File: config.mk
export PLATFORM = sky130hd
export DESIGN_NAME = fetch_pipe_reg_flat
export DESIGN_NICKNAME = d
export VERILOG_FILES = /design/src/rtl/fetch_pipe_reg_if.sv /design/src/rtl/fetch_pipe_reg.sv /design/src/flat_wrapper.sv
export SDC_FILE = /design/constraint.sdc
export NUM_CORES = 1
export LEC_CHECK = 0
export BUFFER_PORTS_ARGS = -buffer_cell sky130_fd_sc_hd__buf_2
export CAP_MARGIN = 15
export CORE_ASPECT_RATIO = 1.2
export CORE_MARGIN = 2
export CORE_UTILIZATION = 43
export CTS_CLUSTER_SIZE = 8
export DETAILED_ROUTE_END_ITERATION = 7
export PLACE_DENSITY = 0.83
export RECOVER_POWER = 50
export SLEW_MARGIN = 20
export SYNTH_ARGS = -nofsm -noshare
export SYNTH_HDL_FRONTEND = slang
export SYNTH_SLANG_ARGS = --single-unit
File: constraint.sdc
create_clock -name clk -period 1.6 [get_ports clk]
set_input_delay 0.16 -clock clk [delete_from_list [all_inputs] [get_ports clk]]
set_output_delay 0.16 -clock clk [all_outputs]
set_load 0.05 [all_outputs]
File: src/rtl/fetch_pipe_reg_if.sv
// IF/ID pipeline register bus: fetch-side inputs, decode-side outputs,
// plus the optional perf counters (live only with FETCH_PIPE_PERF_EN).
interface fetch_pipe_reg_if #(
    parameter int XLEN  = 32,
    parameter int ILEN  = 32,
    parameter int CNT_W = 16
);
    logic [XLEN-1:0]  pc_in;
    logic [ILEN-1:0]  instr_in;
    logic             valid_in;
    logic             jal;
    logic             jalr;
    logic             branch_taken;
    logic             stall;
    logic [XLEN-1:0]  pc_out;
    logic [ILEN-1:0]  instr_out;
    logic             valid_out;
    logic             flushing;
    logic [CNT_W-1:0] bubble_cnt;
    logic [CNT_W-1:0] stall_cnt;

    modport master (
        output pc_in, instr_in, valid_in,
        output jal, jalr, branch_taken, stall,
        input  pc_out, instr_out, valid_out,
        input  flushing, bubble_cnt, stall_cnt
    );

    modport slave (
        input  pc_in, instr_in, valid_in,
        input  jal, jalr, branch_taken, stall,
        output pc_out, instr_out, valid_out,
        output flushing, bubble_cnt, stall_cnt
    );
endinterface

File: src/rtl/fetch_pipe_reg.sv
// IF/ID pipeline register with stall hold and redirect bubble drain.
// Define FETCH_PIPE_PERF_EN to build the saturating bubble/stall counters.
module fetch_pipe_reg #(
    parameter int              XLEN         = 32,
    parameter int              ILEN         = 32,
    parameter int              FLUSH_CYCLES = 3,
    parameter logic [ILEN-1:0] NOP_INSN     = '0,
    parameter int              CNT_W        = 16
) (
    input logic             clk,
    input logic             rst,
    fetch_pipe_reg_if.slave bus
);

    localparam logic [3:0] DRAIN_INIT = 4'(FLUSH_CYCLES - 1);

    logic [3:0] dcnt;
    logic       redirect;
    logic       draining;
    logic       load_bubble;

    always_comb begin
        redirect    = bus.jal | bus.jalr | bus.branch_taken;
        draining    = (dcnt != 4'd0);
        load_bubble = redirect | draining;
    end

    always_ff @(posedge clk) begin
        if (!rst) begin
            bus.pc_out    <= '0;
            bus.instr_out <= NOP_INSN;
            bus.valid_out <= 1'b0;
            dcnt          <= 4'd0;
        end else if (redirect) begin
            bus.pc_out    <= '0;
            bus.instr_out <= NOP_INSN;
            bus.valid_out <= 1'b0;
            dcnt          <= DRAIN_INIT;
        end else if (draining) begin
            bus.pc_out    <= '0;
            bus.instr_out <= NOP_INSN;
            bus.valid_out <= 1'b0;
            dcnt          <= dcnt - 4'd1;
        end else if (!bus.stall) begin
            bus.pc_out    <= bus.pc_in;
            bus.instr_out <= bus.instr_in;
            bus.valid_out <= bus.valid_in;
        end
    end

    assign bus.flushing = draining;

`ifdef FETCH_PIPE_PERF_EN
    localparam logic [CNT_W-1:0] CNT_MAX = '1;

    logic [CNT_W-1:0] bcnt;
    logic [CNT_W-1:0] scnt;
    logic             hold;

    // stall only counts when it actually wins over redirect/drain
    assign hold = !load_bubble && bus.stall;

    always_ff @(posedge clk) begin
        if (!rst) begin
            bcnt <= '0;
            scnt <= '0;
        end else begin
            if (load_bubble && bcnt != CNT_MAX)
                bcnt <= bcnt + CNT_W'(1);
            if (hold && scnt != CNT_MAX)
                scnt <= scnt + CNT_W'(1);
        end
    end

    assign bus.bubble_cnt = bcnt;
    assign bus.stall_cnt  = scnt;
`else
    assign bus.bubble_cnt = '0;
    assign bus.stall_cnt  = '0;
`endif

endmodule

File: src/flat_wrapper.sv
// flat-port wrapper written by rule: the top's interface ports become plain ports
module fetch_pipe_reg_flat 
#(
    parameter int              XLEN         = 32,
    parameter int              ILEN         = 32,
    parameter int              FLUSH_CYCLES = 3,
    parameter logic [ILEN-1:0] NOP_INSN     = '0,
    parameter int              CNT_W        = 16
)
  (clk, rst, bus_pc_in, bus_instr_in, bus_valid_in, bus_jal, bus_jalr, bus_branch_taken, bus_stall, bus_pc_out, bus_instr_out, bus_valid_out, bus_flushing, bus_bubble_cnt, bus_stall_cnt);
  fetch_pipe_reg_if #(.XLEN(XLEN), .ILEN(ILEN), .CNT_W(CNT_W)) bus_i ();
  input logic clk;
  input logic rst;
  input wire logic [$bits(bus_i.pc_in)-1:0] bus_pc_in;
  input wire logic [$bits(bus_i.instr_in)-1:0] bus_instr_in;
  input wire logic [$bits(bus_i.valid_in)-1:0] bus_valid_in;
  input wire logic [$bits(bus_i.jal)-1:0] bus_jal;
  input wire logic [$bits(bus_i.jalr)-1:0] bus_jalr;
  input wire logic [$bits(bus_i.branch_taken)-1:0] bus_branch_taken;
  input wire logic [$bits(bus_i.stall)-1:0] bus_stall;
  output wire logic [$bits(bus_i.pc_out)-1:0] bus_pc_out;
  output wire logic [$bits(bus_i.instr_out)-1:0] bus_instr_out;
  output wire logic [$bits(bus_i.valid_out)-1:0] bus_valid_out;
  output wire logic [$bits(bus_i.flushing)-1:0] bus_flushing;
  output wire logic [$bits(bus_i.bubble_cnt)-1:0] bus_bubble_cnt;
  output wire logic [$bits(bus_i.stall_cnt)-1:0] bus_stall_cnt;
  assign bus_i.pc_in = bus_pc_in;
  assign bus_i.instr_in = bus_instr_in;
  assign bus_i.valid_in = bus_valid_in;
  assign bus_i.jal = bus_jal;
  assign bus_i.jalr = bus_jalr;
  assign bus_i.branch_taken = bus_branch_taken;
  assign bus_i.stall = bus_stall;
  assign bus_pc_out = bus_i.pc_out;
  assign bus_instr_out = bus_i.instr_out;
  assign bus_valid_out = bus_i.valid_out;
  assign bus_flushing = bus_i.flushing;
  assign bus_bubble_cnt = bus_i.bubble_cnt;
  assign bus_stall_cnt = bus_i.stall_cnt;
  fetch_pipe_reg #(.XLEN(XLEN), .ILEN(ILEN), .FLUSH_CYCLES(FLUSH_CYCLES), .NOP_INSN(NOP_INSN), .CNT_W(CNT_W)) u_core (.clk(clk), .rst(rst), .bus(bus_i));
endmodule
Word-level counts from Yosys, hierarchy flattened
Index checks and enable logic that the tools add are counted.

Reductions and logical operators: 4. Multiplexer cells: 2. Add/sub/neg operators: 1. Bitwise logic cells: 3.

Operator list (number): $mux W2 (2); $reduce_bool A4 Y1 (1); $sub A4 B1 Y4 const B (1); $reduce_or A3 Y1 (1); $or A1 B1 Y1 (2); $reduce_bool A2 Y1 (1); $reduce_or A2 Y1 (1); $not A1 Y1 (1).

Bits in registers: 69. Logic and storage cells: 15.

Logic depth before layout (Yosys ltp)
Gate-level depths: netlist of run 1.

Depth after elaboration: 3. Gate-level depth with buffers: 5. Depth with buffers taken out: 3.

Worst setup path after synthesis of run 1
No wires, ideal clock.

Kind: reg-to-reg. Start: register u_core.dcnt[1]. End: register u_core.bus.instr_out[29]. Path slack: 0.336 ns. Setup time: 0.065 ns. Data arrival time: 1.199 ns. Period minus slack after synthesis: 1.264 ns. Required time: 1.535 ns. Buffers on the path: 2. Cell stages (with the launch flop): 6. Path through: dfxtp_1 -> nor4_4 -> nand3_1 -> buf_6 -> buf_6 -> nor2_4.

Longest elaborated chain between the ends: 2.

RTL lines: from (decl) (RTL line fetch_pipe_reg.sv:17) `logic [3:0] dcnt;`; from (signal assigned) (RTL line fetch_pipe_reg.sv:43) `dcnt <= dcnt - 4'd1;`; $reduce_bool A4 Y1 (RTL line fetch_pipe_reg.sv:24) `draining = (dcnt != 4'd0);`; $reduce_or A3 Y1 (no source line); to (signal assigned) (RTL line fetch_pipe_reg.sv:46) `bus.instr_out <= bus.instr_in;`; to (decl) (RTL line fetch_pipe_reg_if.sv:32) `output pc_out, instr_out, valid_out,`.

No other way between the ends. A chain may end at the register's enable or synchronous reset.

Worst setup path after layout of run 1
Start: register u_core.dcnt[0]. End: output port bus_flushing.

Longest elaborated chain between the ends: 1.

RTL lines: $reduce_bool A4 Y1 (RTL line fetch_pipe_reg.sv:24); to (decl) (RTL line flat_wrapper.sv:24) `output wire logic [$bits(bus_i.flushing)-1:0] bus_flushing;`.

No other way between the ends.

==> metrics.md, run 1 <==
| Metric | Value |
|---|---|
| Outcome | `finished clean` |
| Final setup fails | `0` |
| Max-Cap Viols | `0` |
| H-tree levels | `3` |
| Cell with the most instances after synthesis | `dfxtp_1` |
| Via/cell ratio | `4.393` |
| Tmin final | `~1.4 ns` |
| DRT antenna net count | `0` |
| Setup TNS | `0 ns` |
| Post-CTS Setup Inserts | `0` |
| Final HPWL from detailed placement | `4219 µm` |
| CP startpoint kind | `flip-flop` |
| Design Area, Final | `3520 µm²` |
| Largest net degree at the start of global routing | `34` |
| Drc violations | `0` |
| Max-slew violations | `0` |
| Main synth FF type | `dfxtp_1` |
| Net Sw Frac | `26.81%` |
| Max Root-Sink Buffers | `2` |
| Worst r2r src | `u_core.dcnt[0]` |
| WHS Endpoint | `u_core.bus.pc_out[20]` |
| Gr ovfl total | `0` |
| Drt initial violations | `66` |
| Sequential power share | `51.9%` |
| Post_cts resized | `0` |
| Peak Freq | `0.6924 GHz` |
| Internal power | `0.002453 W` |
| Leak | `1.613 nW` |
| Cell variety after synth | `19` |
| Clk root buf | `clkbuf_8` |
| N_diodes | `0` |
| Comb pwr share | `14.5%` |
| Die width | `approximately 78 µm` |
| Final Hold Viols | `0` |
| Crit-path max cell delay | `0.38 ns` |
| Layout Skew | `~0.0054 ns` |
| RSZ-0062 raised after global routing | `false` |
| WL final | `5487 µm` |
| Post-synth top cells | `dfxtp_1, mux2i_1, nor2_1` |
| Setup slack, reg-to-reg | `about 0.16 ns` |
| Pwr Density | `about 950 nW/µm²` |
| DP Area | `between 3000 and 4000 µm²` |
| Synth Instances | `about 260` |
| Avg Cell Area, Syn | `10.67 µm²` |
| Worst Path Required | `about 1.4 ns` |
| Area delta synth->final | `25.92%` |
| Wire per inst | `around 11 µm` |
| PortBufs | `136` |
| Post-Syn Area | `2795 µm²` |
| GRT Overall Usage | `15.36%` |
| Reg2reg end | `u_core.bus.instr_out[16]` |
| Critical Path Fanout Max | `6` |
| Clock latency on the worst-skew pair | `around 0.32 ns` |
| Setup WS post-layout | `roughly 0.16 ns` |
| Clock power share | `33.6%` |
| Slowest stage cell, crit path | `dfxtp_1` |
| Synth area leaders | `dfxtp_1, mux2i_1, buf_4` |
| Total power | `0.003351 W` |
| RD Place Congestion | `0.7334` |
| Pre-CTS worst setup slack | `just under 0.2 ns` |
| Clock-pin slew on the worst setup and hold paths | `0.07 ns` |
| Sw Pwr | `0.0008984 W` |
| Core box area | `6366 µm²` |
| Final nets | `472` |
| Vias | `2144` |
| Synth top area share | `49.42%` |
| First-pass GRT wire length | `8818 µm` |
| Die area | `7164 µm²` |
| Start point of the worst hold path | `bus_pc_in[20]` |
| CTS tree | `done` |
| # rows | `32` |
| Slew headroom | `56.26%` |
| CP Cell Sequence | `nor4_4 > inv_1 > buf_2` |
| Setup CP Type | `reg2out` |
| Async set or reset register ratio after synthesis | `0%` |
| Die Ht | `92.32 µm` |
| Synth Register Bits | `69` |
| Hold crit path type | `in2reg` |
| Number of synthesized flops with an enable pin | `0` |
| Hold path cells | `3` |
| Synth warn | `0` |
| Vias in the first global route | `between 2000 and 2500` |
| Arrival time worst endpoint | `1.28 ns` |
| Worst vdd ir | `0.4834 mV` |
| Sequential share of the synthesized area | `between 40% and 50%` |
| Worst r2r path cells | `5` |
| Crit end category | `output pin` |
| TritonRoute pass-1 iters | `4` |
| Clk sinks | `69` |
| CTS Hold Bufs | `0` |
| Total CTS buffers | `9` |
| Antenna violations before repair | `0` |
| Largest area contributor in the netlist | `dfxtp_1` |
| Worst Tran Pin Value | `0.6589 ns` |
| Starting density of the core | `43.91%` |
| Layout cells sized above 1 | `26.05%` |
| I/O pin count | `roughly 170` |
| Tcrit/Tclk final | `90.26%` |
-- through the flow --
step	util, %	std cells	hold WS [ns]
floorplan	-	293	0.2693
global placement	54.01	474	0.3879
detailed placement	54.01	474	0.3989
CTS	56.41	487	0.04071
global route	55.29	488	0.04911
finish	55.29	488	0.06478
-- worst max-delay path by stage --
| stage | slack, ns | cells after the start | from | to |
|---|---|---|---|---|
| after floorplan | 0.34 | 5 | u_core.dcnt[1] | u_core.bus.instr_out[29] |
| after global placement | 0.29 | 4 | u_core.dcnt[1] | u_core.bus.instr_out[18] |
| after detailed placement | 0.19 | 4 | u_core.dcnt[1] | u_core.bus.instr_out[10] |
| after CTS | 0.02 | 3 | u_core.dcnt[1] | bus_flushing |
| after global routing | 0.07 | 5 | u_core.dcnt[0] | u_core.bus.instr_out[26] |
| final | 0.16 | 3 | u_core.dcnt[0] | bus_flushing |
-- cell families after synthesis --
logic type	after synthesis	synth area share [%]
compound gates	5	1.030
buf+inv	48	12.62
flops	69	49.42
mux	65	23.28
other cells	1	0.1342
simple gates	74	13.52
-- power groups by stage --
stage          Sequential, W  Combinational (W)  Clock (W)
2_1_floorplan        0.00182           0.000387          0
3_3_place_gp         0.00178           0.000482          0
3_5_place_dp         0.00178           0.000488          0
4_1_cts              0.00174           0.000489    0.00118
5_1_grt              0.00174           0.000516    0.00124
6_report             0.00174           0.000485    0.00113
-- metal layers --
metal | global-route usage [%] | vias to the layer above | share of wire, %
met3 | 3.801 | 12 | 7.6
met2 | 26.44 | 102 | 49
met5 | 0 | - | 0
met4 | 8.631 | 0 | 2.3
li1 | - | 1070 | -
met1 | 17.18 | 960 | 41
-- cell type report --
type | instances | area [µm²]
Tap cell | 85 | 106.4
Clock buffer | 10 | 137.6
Clock inverter | 3 | 15.01
Multi-Input combinational cell | 176 | 1190
Inverter | 2 | 7.507
Timing Repair Buffer | 143 | 681.9
Sequential cell | 69 | 1381
Fill cell | 610 | 2846
-- cells in the final DEF (no fill, tap or decap) --
cell and n:
nand3_4 1, dfxtp_1 69, conb_1 32, mux2i_1 65, nor3_1 2, nor2_4 10
a21oi_1 1, nand2_1 2, o31ai_1 1, a31oi_1 1, o21ai_0 2, buf_4 6
inv_1 2, clkbuf_1 63, nor2_1 57, buf_2 72, nand3b_1 1, buf_12 2
nor4_4 1, clkbuf_8 10, clkinv_2 3
-- critical path: cells and delay by family, from the launching register on --
kind	cells	cell delay [ns]
buffers and inverters	2	0.27
flip-flops	1	0.38
AND/OR/NAND/NOR	1	0.32
-- sequential cells by signal, summed over array words and instances, names as in the netlist --
name and cells:
u_core.bus.valid_out 1, u_core.dcnt 4, u_core.bus.pc_out 32, u_core.bus.instr_out 32
No activity file was read; power rests on OpenSTA's default activity.
==> run 2: changes to the inputs <==
GPL_TIMING_DRIVEN = 0   (was not set)
==> run 2 against run 1 <==
Against the previous run:
- maximum frequency shrank 2.2%
- largest cell class unchanged
- design area grew 8.6%
- count of clock-buffer cells in the layout grew 2
- hold slack lost 0.0056 ns
- critical path type unchanged
- register-to-register slack gained 0.04 ns
- sequential power is essentially flat
- total power grew 12%
- die area is the same
- via count grew 5.0%
- worst setup slack lost 0.033 ns
==> metrics.md, run 2 (synthesis results as in run 1) <==
| Metric | Value |
|---|---|
| Sw Pwr | `0.0009541 W (+6.2%)` |
| Worst vdd ir | `0.9167 mV (+90%)` |
| Final Core Density | `60.04% (+4.8 points)` |
| Worst r2r src | `u_core.dcnt[1]` |
| Arrival time worst endpoint | `1.32 ns (+0.04 ns)` |
| Setup slack, reg-to-reg | `0.20 ns (+0.04 ns)` |
| Most common cell after layout, fill and taps aside | `buf_2` |
| CTS Hold Bufs | `0 (unchanged)` |
| Die Ht | `92.32 µm (unchanged)` |
| Design Area, Final | `3822 µm² (+8.6%)` |
| Tmin final | `1.477 ns (+0.03321 ns)` |
| Most frequent cells in the layout | `buf_2, dfxtp_1, clkbuf_1, mux2i_1, nor2_1` |
| Layout Skew | `0.01066 ns (+0.005260 ns)` |
| Net Sw Frac | `25.36% (-1.4 points)` |
| CP startpoint kind | `flip-flop` |
| Die area | `7164 µm² (unchanged)` |
| Total CTS buffers | `9 (unchanged)` |
| Start point of the worst hold path | `bus_pc_in[21]` |
| Core box area | `6366 µm² (unchanged)` |
| Max Used Layer | `met4` |
| Slowest stage cell, crit path | `dfxtp_1` |
| Filler Cells Inserted | `598 (-2.0%)` |
| Worst Path Required | `1.44 ns (about the same)` |
| Max Root-Sink Buffers | `2 (unchanged)` |
| Starting density of the core | `43.91% (unchanged)` |
| Worst r2r path cells | `5 (unchanged)` |
| Reg2reg end | `u_core.bus.pc_out[3]` |
| Crit end category | `output pin` |
| N_diodes | `0 (unchanged)` |
| Sequential power share | `46.2% (-5.7 points)` |
| GRT Overall Usage | `16.04% (+0.68 points)` |
| Gr ovfl total | `0 (unchanged)` |
| H-tree levels | `3 (unchanged)` |
| Area delta synth->final | `36.75%` |
| Antenna violations before repair | `0 (unchanged)` |
| Clock latency on the worst-skew pair | `0.33 ns (about the same)` |
| Clk sinks | `69 (unchanged)` |
| Setup TNS | `0 ns (unchanged)` |
| Largest net degree at the start of global routing | `12 (-65%)` |
| Pwr Density | `984.4 nW/µm² (+3.4%)` |
| Pre-CTS worst setup slack | `0.1906 ns (-0.003262 ns)` |
| WHS Endpoint | `u_core.bus.pc_out[21]` |
| Clock-pin slew on the worst setup and hold paths | `0.08 ns (about the same)` |
| WL final | `5856 µm (+6.7%)` |
| Vias in the first global route | `2207 (+7.1%)` |
| CP Cell Sequence | `nor4_4 > inv_1 > buf_2` |
| Setup CP Type | `reg2out` |
| Via/cell ratio | `4.255 (-3.1%)` |
| # rows | `32 (unchanged)` |
| Hold crit path type | `in2reg` |
| M1 WL | `2282 µm (+1.4%)` |
| Final setup fails | `0 (unchanged)` |
| Max-slew violations | `0 (unchanged)` |
| Internal power | `0.002809 W (+14%)` |
| Max-Cap Viols | `0 (unchanged)` |
| DRT antenna net count | `0 (unchanged)` |
| Tcrit/Tclk final | `92.34% (+2.1 points)` |
| Die width | `77.60 µm (unchanged)` |
| RSZ-0062 raised after global routing | `false` |
| Final HPWL from detailed placement | `4603 µm (+9.1%)` |
| Drt initial violations | `37 (-44%)` |
| Peak Freq | `0.6769 GHz (-2.2%)` |
| Slew headroom | `53.91% (-2.4 points)` |
| TritonRoute pass-1 iters | `3 (-1)` |
| Vias | `2251 (+5.0%)` |
| Post_cts resized | `0 (unchanged)` |
| Layout cells sized above 1 | `31.53% (+5.5 points)` |
| Post-CTS Setup Inserts | `0 (unchanged)` |
| First-pass GRT wire length | `9252 µm (+4.9%)` |
| Worst Tran Pin Value | `0.6913 ns (+0.03246 ns)` |
| Setup WS post-layout | `0.1226 ns (-0.03321 ns)` |
| Comb pwr share | `14.4% (about the same)` |
| Outcome | `finished clean` |
| Cell family with most CP delay | `flip-flops` |
| PortBufs | `135 (-0.74%)` |
| Final nets | `510 (+8.1%)` |
| CTS tree | `done` |
| Largest registers | `u_core.bus.instr_out x32, u_core.bus.pc_out x32, u_core.dcnt x4` |
| DP Area | `3694 µm² (+7.4%)` |
| Crit-path max cell delay | `0.36 ns (-0.02 ns)` |
| CP bufs+invs | `2 (unchanged)` |
| WL met2 | `2972 µm (+10%)` |
| Hold WS | `0.05919 ns (-0.005592 ns)` |
| Hold path cells | `3 (unchanged)` |
| Final Hold Viols | `0 (unchanged)` |
| Leak | `1.818 nW (+13%)` |
| Drc violations | `0 (unchanged)` |
| Clock power share | `39.4% (+5.8 points)` |
| I/O pin count | `169 (unchanged)` |
| Critical Path Fanout Max | `5 (-1)` |
| WL met3 | `493 µm (+18%)` |
| Wire per inst | `11.07 µm (-1.5%)` |
| Clk root buf | `clkbuf_8` |
| RD Place Congestion | `0.7334 (unchanged)` |
run 2: power by group through the flow:
stage          registers (W)  clock network (W)  logic, W
2_1_floorplan        0.00182                  0  0.000387
3_3_place_gp         0.00178                  0  0.000536
3_5_place_dp         0.00178                  0  0.000542
4_1_cts              0.00174            0.00153  0.000544
5_1_grt              0.00174            0.00160  0.000573
6_report             0.00174            0.00148  0.000542
run 2: area by class of cell:
type / count / area (µm²) / share of cell area (%)
Multi-Input combinational cell: 176 / 1177 / 30.80
Sequential cell: 69 / 1381 / 36.14
Inverter: 2 / 7.507 / 0.1964
Buffer: 46 / 345.3 / 9.034
Timing Repair Buffer: 135 / 596.8 / 15.61
Clock inverter: 4 / 72.57 / 1.899
Tap cell: 85 / 106.4 / 2.782
Clock buffer: 12 / 135.1 / 3.535
run 2: worst max path at each step:
stage / from / to / slack [ns] / cells past startpoint
floorplan: u_core.dcnt[1] / u_core.bus.instr_out[29] / 0.34 / 5
global placement: u_core.dcnt[1] / u_core.bus.instr_out[30] / 0.23 / 5
detailed placement: u_core.dcnt[1] / u_core.bus.pc_out[6] / 0.19 / 5
CTS: u_core.dcnt[1] / bus_flushing / 0.1 / 3
global route: u_core.dcnt[1] / bus_flushing / 0.07 / 3
finish: u_core.dcnt[1] / bus_flushing / 0.12 / 3
run 2: worst reg2reg max path: cells and delay by family (launching register included):
| kind | cells | cell delay [ns] |
|---|---|---|
| buffers and inverters | 2 | 0.36 |
| and+or+nand+nor | 3 | 0.61 |
| DFF | 1 | 0.36 |
run 2: metal layers:
layer	up-vias	track usage [%]
li1	1148	-
met1	994	16.63
met2	98	29.45
met3	11	4.581
met4	0	7.440
met5	-	0
run 2: metrics by stage:
stage | std cells | total power [W]
after floorplan | 293 | 0.002203
after CTS | 529 | 0.003811
after global placement | 513 | 0.002314
after global routing | 529 | 0.003916
final | 529 | 0.003763
after detailed placement | 513 | 0.002320
